## src/rtl/param_register_file.sv

```systemverilog
// param_register_file: parametrised CPU register file with write enable,
// optional hard-wired zero register (ZERO_REG) and a sequential clear engine
// that zeroes one entry per cycle after reset or on ClearReq.
// Optional feature macro: REGFILE_BYPASS_EN enables same-cycle write-through
// forwarding on the read ports while Ready=1.
module param_register_file #(
    parameter int DATA_WIDTH = 16,
    parameter int ADDR_WIDTH = 3,
    parameter int FLAGS_ADDR = 7,
    parameter int ZERO_REG   = 0
) (
    input  logic                                   Clk,
    input  logic                                   Reset,
    input  logic                                   ClearReq,
    input  logic                                   WriteEn,
    input  logic [ADDR_WIDTH-1:0]                  AddrA,
    input  logic [ADDR_WIDTH-1:0]                  AddrB,
    input  logic [ADDR_WIDTH-1:0]                  AddrC,
    input  logic [DATA_WIDTH-1:0]                  InDataA,
    input  logic [DATA_WIDTH-1:0]                  InNewFlags,
    input  logic                                   UpdateFlags,
    output logic [DATA_WIDTH-1:0]                  OutDataB,
    output logic [DATA_WIDTH-1:0]                  OutDataC,
    output logic [DATA_WIDTH-1:0]                  OutFlags,
    output logic                                   Ready,
    output logic [DATA_WIDTH*(2**ADDR_WIDTH)-1:0]  DebugData
);
    localparam int unsigned DEPTH = 2**ADDR_WIDTH;
    localparam logic [ADDR_WIDTH-1:0] FLAGS_IDX = ADDR_WIDTH'(FLAGS_ADDR);
    localparam logic [ADDR_WIDTH-1:0] LAST_IDX  = ADDR_WIDTH'(DEPTH - 1);
    localparam bit HAS_ZERO = (ZERO_REG != 0);

    typedef enum logic {CLEAR, READY} state_t;

    state_t                state;
    logic [ADDR_WIDTH-1:0] clearPtr;
    logic [DATA_WIDTH-1:0] regs [DEPTH];
    logic                  dataWrite;
    logic                  flagsWrite;

    // Qualified write strobes: only in normal operation, not on a clear request,
    // and never into a hard-wired zero entry.
    always_comb begin
        dataWrite  = Ready && !ClearReq && WriteEn
                     && !(HAS_ZERO && AddrA == '0);
        flagsWrite = Ready && !ClearReq && UpdateFlags
                     && !(HAS_ZERO && FLAGS_IDX == '0);
    end

    // Clear/ready sequencer: walk clearPtr over every entry, then go ready.
    always_ff @(posedge Clk) begin
        if (Reset) begin
            state    <= CLEAR;
            clearPtr <= '0;
            Ready    <= 1'b0;
        end else begin
            case (state)
                CLEAR: begin
                    clearPtr <= clearPtr + ADDR_WIDTH'(1);
                    if (clearPtr == LAST_IDX) begin
                        state <= READY;
                        Ready <= 1'b1;
                    end
                end
                READY: begin
                    if (ClearReq) begin
                        state    <= CLEAR;
                        clearPtr <= '0;
                        Ready    <= 1'b0;
                    end
                end
            endcase
        end
    end

    // Storage: no parallel reset; cleared one entry per cycle by the engine.
    // The flags write is issued last so it wins when AddrA == FLAGS_ADDR.
    always_ff @(posedge Clk) begin
        if (!Reset) begin
            if (state == CLEAR) begin
                regs[clearPtr] <= '0;
            end else begin
                if (dataWrite)  regs[AddrA]     <= InDataA;
                if (flagsWrite) regs[FLAGS_IDX] <= InNewFlags;
            end
        end
    end

    function automatic logic [DATA_WIDTH-1:0] storedValue(input logic [ADDR_WIDTH-1:0] addr);
        if (HAS_ZERO && addr == '0) return '0;
        return regs[addr];
    endfunction

    // Read ports: zero while clearing, otherwise stored (optionally forwarded) data.
    always_comb begin
        OutDataB = '0;
        OutDataC = '0;
        OutFlags = '0;
        if (Ready) begin
            OutDataB = storedValue(AddrB);
            OutDataC = storedValue(AddrC);
            OutFlags = storedValue(FLAGS_IDX);
`ifdef REGFILE_BYPASS_EN
            // Flags forward is applied after data forward to match write priority.
            if (dataWrite && AddrB == AddrA) OutDataB = InDataA;
            if (dataWrite && AddrC == AddrA) OutDataC = InDataA;
            if (flagsWrite) begin
                OutFlags = InNewFlags;
                if (AddrB == FLAGS_IDX) OutDataB = InNewFlags;
                if (AddrC == FLAGS_IDX) OutDataC = InNewFlags;
            end
`endif
        end
    end

    // Raw storage view, unmasked by Ready; the zero entry always reads zero.
    always_comb begin
        DebugData = '0;
        for (int unsigned i = 0; i < DEPTH; i++) begin
            DebugData[i*DATA_WIDTH +: DATA_WIDTH] = regs[ADDR_WIDTH'(i)];
        end
        if (HAS_ZERO) DebugData[DATA_WIDTH-1:0] = '0;
    end

endmodule

```

## config.mk

```make
export PLATFORM = sky130hd
export DESIGN_NAME = param_register_file
export DESIGN_NICKNAME = d
export VERILOG_FILES = /design/src/rtl/param_register_file.sv
export SDC_FILE = /design/constraint.sdc
export NUM_CORES = 1
export LEC_CHECK = 0
export ABC_AREA = 1
export CAP_MARGIN = 20
export CORE_MARGIN = 4
export CORE_UTILIZATION = 49
export CTS_BUF_LIST = sky130_fd_sc_hd__clkbuf_8
export DETAILED_ROUTE_END_ITERATION = 16
export GPL_TIMING_DRIVEN = 0
export HOLD_SLACK_MARGIN = 0.03
export MAX_ROUTING_LAYER = met4
export PLACE_DENSITY_LB_ADDON = 0.25
export SYNTH_ARGS = -nofsm -noshare
export SYNTH_HDL_FRONTEND = slang
export SYNTH_SLANG_ARGS = --single-unit
```

## constraint.sdc

```tcl
create_clock -name Clk -period 3 [get_ports Clk]
set_input_delay 0.3 -clock Clk [delete_from_list [all_inputs] [get_ports Clk]]
set_output_delay 0.3 -clock Clk [all_outputs]
set_load 0.01 [all_outputs]
```

==> results.md <==
* Clock buffer count from CTS at 17
* Multi-input combinational cell area at between 2000 and 3000 sq um
* Setup CP Type: in -> out
* Critical Path Slowest Stage Cell: clkdlybuf4s50_1
* Initial antenna violation count at 0
* Final setup fails at 0
* Switch share at about a quarter
* First-pass GRT wire length at 38900 um
* Reg area at 3940 sq um
* Pin count of the biggest net entering global routing at 17
* Share of power burned in registers at 48.4%
* Final wirelength at 26500 um
* Fmax at 0.347 GHz
* Root Driver: clkbuf_8
* Vias in the first global route at 7073
* Worst Tran Pin Value at 1080 ps
* Crit start category: input pin
* Final slew viol count at 0
* DP Wirelength at 19900 um
* RSZ-0062 raised after global routing: no
* Io pins at 223
* Total internal power at 0.00326 W
* Clock Skew at around 6.6 ps
* Status: finished, final reports clean
* Critical R2R Launch: Ready$_SDFFE_PP0P_
* Die Y at 128 um
* R2r endpoint: regs[2][12]$_DFFE_PP_
* Critical path endpoint category: output pin
* Residual DRC at 0
* Sink Count at between 100 and 150
* Crit path largest cell delay at about 600 ps
* Area Overhead vs Synth at 40.7%
* Reg2reg path depth at 7
* WHS Path Cells at 2
* Crit-path cells: clkdlybuf4s50_1, buf_2, buf_2, o211ai_1, nand3_1, nand2_1, nor2_1, clkdlybuf4s50_1
* Worst Hold End: clearPtr[0]$_SDFFE_PP0P_
* Length of the first detailed-routing pass in iterations at 5
* Die X at around 130 um
* Clock power share at 38.6%
* Combinational group share of total power at about an eighth
* WHS at 462 ps
* Critical Path RT at 2700 ps
* Register-to-register setup slack at 530 ps
* Crit path depth at 8
* Htree depth at 4
* Number of diodes at 0
* Max-cap violations at 0
* Post-synth EDFFs at 128
* FP Rows at between 40 and 50
* Clock Latency Late Sink at 470 ps
* Hold Path Origin: Reset
* Post-synth top flop: edfxtp_1
* Core area at about 14000 sq um
* Worst Path Buf+Inv at 4
* Worst VDD drop at about 330 uV
* Initial Util at 50.6%
* Hold Fails Final Rpt at 0
* Via count at 7302
* Post-route ant nets at 0
* Delay-heaviest family, CP: buffers and inverters
* Min-delay worst type: in -> reg
* Post-synthesis net count at 875
* Final setup TNS at 0 ps
* Total GRT Usage at 32.7%
* Buffers on Ports at 219
* Synthesis Warnings at 0
* Share of post-route cells with drive strength above 1 at 7.41%
* Grt total ovfl at 0
* Syn Area/Cell at 8.59 sq um
* Relative slew margins at around 28%
* Die area at 16500 sq um
* Max FO, Critical Path at 10
* Tcrit/Tclk final at 96.1%
* Drt via density at between 5 and 6
* Register bit total from synthesis at between 100 and 150
* PD cells at 435 nW/um^2
* Routed len/inst at 21.1 um
* CTS tree: yes
* Final min period at 2880 ps
* Max Buffers Root-to-Sink at 2
* Post-synthesis sequential area ratio at 55.5%
* Async S/R FF share, synth at 0%
* Fillcell total at 1109
* Layout Utilization at 71.2%
* Clock-pin transition on the worst setup and hold timing paths at 70 ps
* Drt initial violations at 990
* Routability cong. at 0.987
* Leakage at a little under 4 nW
* NumNets Final at 1115
* Final worst-path setup slack at between 100 and 150 ps
* Psw at 0.00109 W
* Crit path DAT at 2580 ps
* DP Worst Slack at 151 ps
* Cell area after synthesis at a little over 7000 sq um
* Yosys cell types at 24
* Synth Instances at 827
[how the worst max path moves through the flow]
stage                             startpoint               endpoint  slack, ps
final                               AddrB[0]           OutDataB[14]        120
after global routing                AddrB[0]            OutDataB[6]         60
after CTS                           AddrB[0]            OutDataB[6]        150
after detailed placement            AddrB[0]            OutDataB[6]        150
after global placement                 Reset  regs[6][11]$_DFFE_PP_       -450
after floorplan           Ready$_SDFFE_PP0P_   regs[6][0]$_DFFE_PP_        440
[cell usage after synthesis, types with 11 or more instances]
library cell / n / share of area [%]
clkbuf_1: 26 / 1.4
nand2_1: 116 / 6.1
nor2_1: 114 / 6.0
a21oi_1: 64 / 4.5
buf_2: 20 / 1.4
nor2_2: 11 / 0.97
o21ai_0: 116 / 8.2
edfxtp_1: 128 / 54
nand3_1: 35 / 2.5
o211ai_1: 32 / 3.4
inv_1: 106 / 5.6
o21ai_1: 32 / 2.3
[power by group through the flow]
stage | Clock (W) | Sequential (W) | Combinational, W
4_1_cts | 0.00166 | 0.00210 | 0.000551
3_3_place_gp | 0 | 0.00214 | 0.000531
6_report | 0.00168 | 0.00210 | 0.000564
3_5_place_dp | 0 | 0.00214 | 0.000549
2_1_floorplan | 0 | 0.00215 | 0.000255
5_1_grt | 0.00174 | 0.00211 | 0.000602
[flip-flops by register name, summed over array words and instances (netlist names)]
name,cells
regs,128
state,1
clearPtr,3
Ready,1
[cells by family after synthesis]
logic type,share of synthesized area (%)
DFF,55.5
and+or+nand+nor,16.2
buffers and inverters,9.46
adders and majority gates,0.352
AOI/OAI and AO/OA,18.4
[cell type report]
| type | count | share of cell area (%) |
|---|---|---|
| inverters | 111 | 4.17 |
| multi-input cells | 527 | 25.1 |
| flip-flops and latches | 133 | 39.5 |
| clock inverters | 14 | 1.92 |
| clock buffers | 17 | 2.34 |
| plain buffers | 56 | 2.57 |
| well taps | 180 | 2.25 |
| repair buffers | 221 | 22.2 |
[per-layer routing]
| metal | share of wire, % | global-route usage [%] |
|---|---|---|
| met1 | 38 | 41.1 |
| met2 | 45 | 49.5 |
| met3 | 13 | 9.05 |
| met4 | 4.1 | 15.1 |
| met5 | 0 | - |
[cell usage in the layout (no fill, tap or decap), types with 2 or more instances in the layout]
cell type        instances
a21oi_1                 64
buf_1                    5
buf_2                   20
buf_4                    3
buf_6                    2
bufinv_16                5
clkbuf_1                25
clkbuf_2                 2
clkbuf_8                17
clkdlybuf4s50_1        219
clkinv_1                 4
clkinv_2                 3
dfxtp_1                  5
edfxtp_1               128
ha_1                     2
inv_1                  107
inv_2                    5
nand2_1                116
nand3_1                 35
nor2_1                 108
nor2_2                  17
o211ai_1                32
o21ai_0                116
o21ai_1                 32
[timing repair]
item | in CTS | in global routing
buffers inserted | 0 | 0
setup endpoints to repair | 0 | 2
hold buffers | 0 | 0
gates resized for setup | 0 | 2
[stage by stage]
stage                     power [W]  cell area [sq um]  std cells
after floorplan             0.00241               7100        827
after detailed placement    0.00269               9570       1228
final                       0.00435               9990       1259
after CTS                   0.00431               9990       1259
after global placement      0.00267               9520       1226
after global routing        0.00445               9990       1259
(Power assumes the default switching activity.)
